**src/rtl/hd_lzc_seq.sv**
```systemverilog
// Sequenced leading-zero counter: scans a word MSB-first one CHUNK-bit slice per
// cycle, stops at the first non-zero slice, returns count and all-zero flag.
module hd_lzc_seq #(
  parameter int unsigned WIDTH = 32,
  parameter int unsigned CHUNK = 8,
  parameter int unsigned CW    = $clog2(WIDTH) + 1
) (
  input  logic             clk_i,
  input  logic             rst_i,
  input  logic             in_valid_i,
  output logic             in_ready_o,
  input  logic [WIDTH-1:0] in_data_i,
  output logic             out_valid_o,
  input  logic             out_ready_i,
  output logic [CW-1:0]    out_count_o,
  output logic             out_zero_o
);

  localparam int unsigned NS = WIDTH / CHUNK;
  localparam int unsigned IW = (NS > 1) ? $clog2(NS) : 1;

  typedef enum logic [1:0] {IDLE, SCAN, DONE} state_t;

  state_t           state_q, state_d;
  logic [WIDTH-1:0] sr_q, sr_d;
  logic [IW-1:0]    idx_q, idx_d;
  logic [CW-1:0]    acc_q, acc_d;
  logic             out_valid_q, out_valid_d;
  logic [CW-1:0]    out_count_q, out_count_d;
  logic             out_zero_q, out_zero_d;

  logic [CHUNK-1:0] top_slice;
  logic [CW-1:0]    top_lzc;

  // Leading zeros inside one non-zero slice (0..CHUNK-1).
  function automatic logic [CW-1:0] slice_lzc(input logic [CHUNK-1:0] s);
    logic [CW-1:0] n;
    logic          hit;
    n   = '0;
    hit = 1'b0;
    for (int i = int'(CHUNK) - 1; i >= 0; i--) begin
      if (!hit) begin
        if (s[i]) hit = 1'b1;
        else      n   = n + CW'(1);
      end
    end
    return n;
  endfunction

  assign top_slice = sr_q[WIDTH-1 -: CHUNK];
  assign top_lzc   = slice_lzc(top_slice);

  always_ff @(posedge clk_i) begin
    if (rst_i) begin
      state_q     <= IDLE;
      sr_q        <= '0;
      idx_q       <= '0;
      acc_q       <= '0;
      out_valid_q <= 1'b0;
      out_count_q <= '0;
      out_zero_q  <= 1'b0;
    end else begin
      state_q     <= state_d;
      sr_q        <= sr_d;
      idx_q       <= idx_d;
      acc_q       <= acc_d;
      out_valid_q <= out_valid_d;
      out_count_q <= out_count_d;
      out_zero_q  <= out_zero_d;
    end
  end

  always_comb begin
    state_d     = state_q;
    sr_d        = sr_q;
    idx_d       = idx_q;
    acc_d       = acc_q;
    out_valid_d = out_valid_q;
    out_count_d = out_count_q;
    out_zero_d  = out_zero_q;
    unique case (state_q)
      IDLE: begin
        if (in_valid_i) begin
          sr_d    = in_data_i;
          idx_d   = '0;
          acc_d   = '0;
          state_d = SCAN;
        end
      end
      SCAN: begin
        if (top_slice != '0) begin
          out_count_d = acc_q + top_lzc;
          out_zero_d  = 1'b0;
          out_valid_d = 1'b1;
          state_d     = DONE;
        end else if (idx_q == IW'(NS - 1)) begin
          out_count_d = CW'(WIDTH);
          out_zero_d  = 1'b1;
          out_valid_d = 1'b1;
          state_d     = DONE;
        end else begin
          acc_d = acc_q + CW'(CHUNK);
          sr_d  = sr_q << CHUNK;
          idx_d = idx_q + IW'(1);
        end
      end
      DONE: begin
        if (out_ready_i) begin
          out_valid_d = 1'b0;
          state_d     = IDLE;
        end
      end
      default: state_d = IDLE;
    endcase
  end

  assign in_ready_o  = (state_q == IDLE);
  assign out_valid_o = out_valid_q;
  assign out_count_o = out_count_q;
  assign out_zero_o  = out_zero_q;

endmodule
```
**config.mk**
```make
export PLATFORM = sky130hd
export DESIGN_NAME = hd_lzc_seq
export DESIGN_NICKNAME = d
export VERILOG_FILES = /design/src/rtl/hd_lzc_seq.sv
export SDC_FILE = /design/constraint.sdc
export NUM_CORES = 1
export LEC_CHECK = 0
export ABC_CLOCK_PERIOD_IN_PS = 8930
export BUFFER_PORTS_ARGS = -buffer_cell sky130_fd_sc_hd__buf_4
export CAP_MARGIN = 20
export CORE_ASPECT_RATIO = 1.25
export CORE_MARGIN = 10
export CORE_UTILIZATION = 40
export DETAILED_ROUTE_END_ITERATION = 6
export PLACE_DENSITY_LB_ADDON = 0.2
export SYNTH_ARGS = -nofsm -noshare
export SYNTH_HDL_FRONTEND = slang
export SYNTH_SLANG_ARGS = --single-unit
```
**constraint.sdc**
```tcl
create_clock -name clk_i -period 8.93 [get_ports clk_i]
set_input_delay 0.893 -clock clk_i [delete_from_list [all_inputs] [get_ports clk_i]]
set_output_delay 0.893 -clock clk_i [all_outputs]
set_load 0.02 [all_outputs]
```
==> results.md, run 1 <==
* Total length of routed wires at 5870 um
* Post-DRT Antenna Nets at 0
* Synth async-reset ratio at 0%
* Count of cell types in the netlist at 52
* Drt wl/cell at 14.0 um
* Clock slew at reported path FFs at 0.09 ns
* Area post-placement at 2780 sq um
* Syn_area_per_cell at 8.01 sq um
* Fin Clk Skew at 0.00926 ns
* Max frequency at 258 MHz
* XOR/XNOR share of the synthesized area at 1.80%
* Vias at 2178
* Layout cells sized above 1 at 20.2%
* Root buf cell: clkbuf_8
* Register area share after synthesis at 38.6%
* Met3 wire length at 233 um
* Post-route DRC at 0
* Layout net count at 381
* Mapped cell area at 2440 sq um
* Critical Path AT at 4.05 ns
* Final Hold Fails at 0
* Compound-Gate Fraction of Synth Area at 19.1%
* CTS Buf Count at 5
* Port bufs at 44
* Largest family of logic cells by synthesized area: simple AND/OR/NAND/NOR gates
* Metal-1 WL at 2760 um
* Postcts setup bufs at 0
* Die Width at 89.8 um
* H-Tree Depth at 2
* Fin cells at 419
* Power density cells at 196 nW/um^2
* Die ar. at 9630 sq um
* Initial antenna violation count at 0
* First-pass GRT wire length at 9600 um
* Initial Util at 41.6%
* Status: finished, final reports clean
* Fin area at 2870 sq um
* Final Setup Violations at 0
* Slew @ Worst Pin at 0.609 ns
* Die height at 107 um
* RSZ-0062 raised after global routing: false
* Mux share of post-synthesis cell area at 1.34%
* Synth warnings at 0
* DPL Wire Length at 4220 um
* Top Layer Used: met4
* Overflow after GRT at 0
* Gpl congestion at 0.833
* Ports at 45
* # hold bufs at CTS at 0
* Worst path required time at 9.10 ns
* Overall Global Routing Usage at 11.7%
* Gates resized, CTS repair at 0
* Most frequent cells in the layout: 67 x nand2_1, 47 x dfxtp_1, 46 x buf_4
* Area Growth Syn to Fin at 17.9%
* Worst hold path type: flip-flop to flip-flop
* Startpoint types: flip-flop
* Simple-Gate Fraction of Synth Area at 29.6%
* Placed insts at 411
* Yosys reg bits at 47
* Core Area at 5860 sq um
* Vias in the first global route at 2042
* Routed wl met2 at 2770 um
* Clock Sinks at 47
* # Max-Cap Violations at 0
* Fin crit share at 43.5%
* Synth Instances at 304
* Max-slew violations at 0
* Setup TNS at 0 ns
* Initial DRC count at 149
* VDD IR max at 0.0992 mV
* Vias per inst at 5.20
* Crit-path max FO at 6
* Worst hold margin at 0.466 ns
* Clk buf depth at 2
* Mapped Nets at 349
* DRT Pass-1 Iters at 4
* Max-slew headroom at 59.3%
* Synth Area in Adders at 4.62%
* WS Path Type: flip-flop to flip-flop
* Number of synthesized flops with an enable pin at 0
* CTS tree: yes
* Post-synth top flop: dfxtp_1
* # diodes at 0
* Final worst path period need at 3.88 ns
* Dpl ws at 5.07 ns
* Pin count of the biggest net entering global routing at 49
* Setup crit end kind: flip-flop
* Most common cell after layout, fill and taps aside: nand2_1
* Flop-to-flop setup slack at 5.05 ns
* Worst skew pair latency at 0.30 ns
* FP Rows at 31
* Leakage at 1.17 nW
* Worst setup margin at 5.05 ns
[synth_stat cells (2+ instances only)]
master	count	area share (%)
nor2b_1	3	0.77
clkbuf_1	13	2.0
ha_1	9	4.6
clkbuf_8	2	1.1
mux2_2	2	0.92
nor4_1	2	0.51
xor2_1	3	1.1
o21bai_1	2	0.62
a311oi_1	24	8.6
o21ai_0	4	0.82
nand3_1	13	2.7
dfxtp_1	47	39
nor3_1	2	0.41
o2111ai_1	2	0.72
inv_1	3	0.46
nand2_1	67	10
xnor2_1	2	0.72
nand2b_1	2	0.51
nor4_4	2	1.7
and3_1	3	0.77
a22oi_1	2	0.62
buf_2	5	1.0
a21oi_1	18	3.7
nor2_1	44	6.8
[critical path, stage by stage (launching register included)]
cell,delay (ns)
dfxtp_1,0.48
inv_1,0.07
a21oi_1,0.22
ha_1,0.26
nor2b_1,0.13
o31a_2,0.31
ha_1,0.31
nand2_1,0.06
nand2_1,0.05
ha_1,0.30
mux2i_1,0.07
o21ai_0,0.23
ha_1,0.21
o2111ai_1,0.09
a21boi_0,0.20
ha_1,0.29
a21oi_1,0.19
xnor2_1,0.08
o22ai_1,0.15
nor2_1,0.05
[area by class of cell]
| class | count | area (sq um) |
|---|---|---|
| clock inverters | 1 | 8.76 |
| flip-flops and latches | 47 | 941 |
| inverters | 3 | 11.3 |
| repair buffers | 46 | 345 |
| clock buffers | 7 | 86.3 |
| well taps | 82 | 103 |
| multi-input cells | 233 | 1380 |
| fillers | 610 | 2980 |
[path summary, 6_finish.rpt]
path                                    start                           to  depth (start not counted)
hold / removal    out_count_o[2]$_SDFFE_PP0P_  out_count_o[2]$_SDFFE_PP0P_                          2
hold reg to reg   out_count_o[2]$_SDFFE_PP0P_  out_count_o[2]$_SDFFE_PP0P_                          2
setup reg to reg        sr_q[30]$_SDFFE_PP0P_  out_count_o[5]$_SDFFE_PP0P_                         19
setup / recovery        sr_q[30]$_SDFFE_PP0P_  out_count_o[5]$_SDFFE_PP0P_                         19
[kinds of logic (layout without fill, tap and decap cells)]
| kind of cell | count (synthesis) | count (layout) |
|---|---|---|
| flip-flops | 47 | 47 |
| AND/OR/NAND/NOR | 152 | 152 |
| XOR/XNOR | 5 | 5 |
| other | 1 | 1 |
| buffers and inverters | 24 | 57 |
| adder cells (fa/ha/maj) | 9 | 9 |
| AO/OA/AOI/OAI | 63 | 63 |
| multiplexers | 3 | 3 |
[metal layers]
layer | vias to the layer above | track usage, %
met5 | - | 0
met4 | 0 | 5.67
met2 | 48 | 18.9
li1 | 1142 | -
met1 | 979 | 14.7
met3 | 9 | 2.30
[where the power goes]
group / internal, W / leakage (nW) / switching [W]
registers: 0.000231 / 0.387 / 0.0000181
clock network: 0.0000635 / 0.0484 / 0.0000695
logic: 0.0000763 / 0.739 / 0.000105
total: 0.000371 / 1.17 / 0.000192
[registers in the layout, indices dropped and copies added (netlist names)]
name	cells
acc_q	3
idx_q	2
out_count_o	6
out_valid_o	1
out_zero_o	1
sr_q	32
state_q	2
[through the flow]
stage	util, %	total power, W
final	49.0	0.000563
after CTS	49.0	0.000568
after global routing	49.0	0.000602
after floorplan	-	0.000387
after global placement	47.4	0.000431
after detailed placement	47.4	0.000435
(Power assumes the default switching activity.)
==> run 2: changes to the inputs <==
--- a/config.mk
+++ b/config.mk
@@ -5,7 +5,8 @@
 export SDC_FILE = /design/constraint.sdc
 export NUM_CORES = 1
 export LEC_CHECK = 0
-export ABC_CLOCK_PERIOD_IN_PS = 8930
+export ABC_AREA = 1
+export ABC_CLOCK_PERIOD_IN_PS = 3150
 export BUFFER_PORTS_ARGS = -buffer_cell sky130_fd_sc_hd__buf_4
 export CAP_MARGIN = 20
 export CORE_ASPECT_RATIO = 1.25
==> constraint.sdc (replaced) <==
create_clock -name clk_i -period 3.15 [get_ports clk_i]
set_input_delay 0.315 -clock clk_i [delete_from_list [all_inputs] [get_ports clk_i]]
set_output_delay 0.315 -clock clk_i [all_outputs]
set_load 0.02 [all_outputs]
==> run 2 against run 1 <==
Compared with the run above:
- the flow now finishes with violations (setup timing)
- cell count grew 3.8%
- cell area rose by 0.83%
- clock skew decreased by 0.0024 ns
- global-route usage hardly changed
- total power grew to 2.9 times the previous value
- worst setup slack lost 5.3 ns
- flip-flop and latch count is the same
- utilization up 3.8 points
- first-iteration DRC count decreased by 32%
- wire length shrank 8.4%
- clock power rose to 2.7 times the previous value
- combinational power rose to 3.2 times the previous value
- critical endpoint unchanged
- largest cell class unchanged
- largest power group unchanged
==> results.md, run 2 <==
* Worst setup margin at -0.251 ns (-5.30 ns)
* Total length of routed wires at 5380 um (-8.4%)
* Root buf cell: clkbuf_8
* Initial antenna violation count at 0 (unchanged)
* Largest family of logic cells by synthesized area: simple AND/OR/NAND/NOR gates
* Failing checks: setup timing
* Setup TNS at -0.445 ns (-0.445 ns)
* # diodes at 0 (unchanged)
* Critical Path AT at 3.60 ns (-0.45 ns)
* Worst hold path type: input pin to flip-flop
* CTS Buf Count at 5 (unchanged)
* Final Hold Fails at 0 (unchanged)
* Die ar. at 9170 sq um (-4.8%)
* Overflow after GRT at 0 (unchanged)
* Max frequency at 294 MHz (+14%)
* Initial Util at 41.8% (+0.16 points)
* Port bufs at 44 (unchanged)
* Yosys reg bits at 47 (unchanged)
* Slew @ Worst Pin at 0.763 ns (+0.153 ns)
* Vias in the first global route at 2154 (+5.5%)
* Crit-path max FO at 3 (-3)
* Multi-input logic area at 1210 sq um (-12%)
* Pin count of the biggest net entering global routing at 49 (unchanged)
* VDD IR max at 0.302 mV (+200%)
* Initial DRC count at 101 (-32%)
* Synth Area in Adders at 4.92% (+0.30 points)
* Final worst path period need at 3.40 ns (-0.480 ns)
* Post-synth top flop: dfxtp_1
* FP Rows at 30 (-3.2%)
* Synth top cells by count: 97 x nand2_1, 47 x dfxtp_1, 26 x inv_1, 24 x a31oi_1, 22 x a21oi_1
* First-pass GRT wire length at 9080 um (-5.5%)
* Sw frac at 34.5% (+0.39 points)
* Max-slew headroom at 49.1% (-10 points)
* Clock slew at reported path FFs at 0.09 ns (about the same)
* Register share of total power at 42.3% (-2.0 points)
* CTS tree: yes
* H-Tree Depth at 2 (unchanged)
* Worst skew pair latency at 0.30 ns (about the same)
* Fin crit share at 108% (+65 points)
* Internal at 0.00107 W (+190%)
* Power density cells at 564 nW/um^2 (+190%)
* Fillers at 568 (-6.9%)
* Die Width at 87.7 um (-2.4%)
* DRT Pass-1 Iters at 5 (+1)
* Most frequent cells in the layout: 94 x nand2_1, 61 x buf_4, 45 x dfxtp_1
* Clock Sinks at 47 (unchanged)
* Mapped Nets at 362 (+3.7%)
* Max-slew violations at 0 (unchanged)
* Clk buf depth at 2 (unchanged)
* Synth async-reset ratio at 0% (unchanged)
* Vias at 2160 (-0.83%)
* Overall Global Routing Usage at 11.8% (+0.030 points)
* Max reg flops at 32 (unchanged)
* Register area share after synthesis at 41.1% (+2.5 points)
* Register area at 946 sq um (+0.53%)
* Leakage at 1.29 nW (+9.9%)
* Ports at 45 (unchanged)
* Simple-Gate Fraction of Synth Area at 24.4% (-5.1 points)
* Count leader, synth: nand2_1
* Fin Clk Skew at 0.00688 ns (-0.00238 ns)
* Logic gate share of total power at 35.9% (+3.8 points)
* Clock power share at 21.8% (-1.8 points)
* RSZ-0062 raised after global routing: true
* Syn_area_per_cell at 7.22 sq um (-9.9%)
* Final Setup Violations at 2 (+2)
* Gpl congestion at 0.794 (-4.6%)
* XOR/XNOR share of the synthesized area at 0.765% (-1.0 points)
* WS Path Type: flip-flop to flip-flop
* Count of cell types in the netlist at 29 (-44%)
* Layout cells sized above 1 at 25.9% (+5.7 points)
* Compound-Gate Fraction of Synth Area at 19.7% (+0.63 points)
* Placed insts at 423 (+2.9%)
* Die height at 105 um (-2.5%)
* # Max-Cap Violations at 0 (unchanged)
* Worst hold margin at 0.267 ns (-0.199 ns)
* Post-DRT Antenna Nets at 0 (unchanged)
* Largest cells by area after synthesis: dfxtp_1 41%, nand2_1 16%, a31oi_1 6.6%
* Number of synthesized flops with an enable pin at 0 (unchanged)
* Core Area at 5480 sq um (-6.4%)
* DPL Wire Length at 3820 um (-9.4%)
* Mux share of post-synthesis cell area at 0% (-1.3 points)
* Fin cells at 435 (+3.8%)
* Post-route DRC at 0 (unchanged)
* Area share of the largest cell type after synthesis at 41.1% (+2.5 points)
* Yosys top cell by area: dfxtp_1
* Most common cell after layout, fill and taps aside: nand2_1
* Synth warnings at 0 (unchanged)
* Status: finished, violations left
* Reg with most FFs: sr_q
* Layout net count at 415 (+8.9%)
* Drt wl/cell at 12.4 um (-12%)
* Synth Instances at 317 (+4.3%)
* Utilization after layout at 52.9% (+3.8 points)
* Mapped cell area at 2290 sq um (-6.1%)
* Worst path required time at 3.35 ns (-5.75 ns)
* # hold bufs at CTS at 0 (unchanged)
* Vias per inst at 4.97 (-4.5%)
* Setup crit end kind: flip-flop
* Startpoint types: flip-flop
* Fin area at 2900 sq um (+0.83%)
* Area Growth Syn to Fin at 26.6%
* Area post-placement at 2730 sq um (-1.8%)
* Psw at 0.000564 W (+190%)
-- run 2: final timing paths --
kind                            slack [ns]  cells past startpoint                     endpoint             startpoint
worst max-delay path                 -0.25                     26  out_count_o[5]$_SDFFE_PP0P_  sr_q[31]$_SDFFE_PP0P_
worst min-delay path                  0.27                      3         sr_q[1]$_SDFFE_PP0P_           in_data_i[1]
worst max register to register       -0.25                     26  out_count_o[5]$_SDFFE_PP0P_  sr_q[31]$_SDFFE_PP0P_
worst min register to register        0.46                      2         sr_q[7]$_SDFFE_PP0P_   sr_q[7]$_SDFFE_PP0P_
-- run 2: repair_timing --
item                                    4_1_cts  5_1_grt
pin swaps                                     4       10
setup buffers                                 3        1
gates resized for setup                       3       14
endpoints found under the setup margin        2        5
endpoints found under the hold margin         0        0
-- run 2: worst max-delay path: stages (launching register included) --
cell and delay (ns):
dfxtp_4 0.37, nor2_4 0.13, a21oi_2 0.07, ha_1 0.26, nand2_1 0.06, nand2_1 0.06
nand2_2 0.07, inv_2 0.05, ha_4 0.22, nor2_4 0.09, inv_1 0.05, nand2_1 0.05
inv_1 0.04, ha_1 0.26, a21oi_1 0.12, o21ai_1 0.08, nand2_1 0.10, inv_2 0.05
ha_4 0.15, nand2_2 0.07, inv_2 0.04, nand3_2 0.07, a21boi_2 0.06, ha_1 0.32
a21oi_2 0.15, xor2_1 0.08, o221a_1 0.23
-- run 2: cell families after synthesis --
group,after synthesis
other,1
AOI/OAI and AO/OA,81
buffers and inverters,45
and+or+nand+nor,132
xor gates and xnor gates,2
DFF,47
adders and majority gates,9
-- run 2: final cells by class --
cell class	count	area share, %
multi-input cells	225	41.9
flip-flops and latches	47	32.7
repair buffers	61	15.8
inverters	30	3.93
well taps	64	2.76
clock buffers	6	2.51
clock inverters	2	0.432
-- run 2: power groups by stage --
stage / Sequential [W] / Combinational (W) / Clock [W]
2_1_floorplan: 0.000711 / 0.000340 / 0
3_3_place_gp: 0.000703 / 0.000500 / 0
3_5_place_dp: 0.000705 / 0.000505 / 0
4_1_cts: 0.000692 / 0.000520 / 0.000369
5_1_grt: 0.000700 / 0.000664 / 0.000390
6_report: 0.000691 / 0.000587 / 0.000355
-- run 2: through the flow --
stage,setup WS (ns),total power [W]
2_1_floorplan,-0.215,0.00105
3_3_place_gp,-0.206,0.00120
3_5_place_dp,-0.301,0.00121
4_1_cts,-0.255,0.00158
5_1_grt,-0.443,0.00175
6_report,-0.251,0.00163
-- run 2: metal layers --
layer	track usage, %	share of wire [%]
met5	0	0
met4	4.45	2.1
met3	3.19	4.4
met2	19.5	48
met1	13.9	45
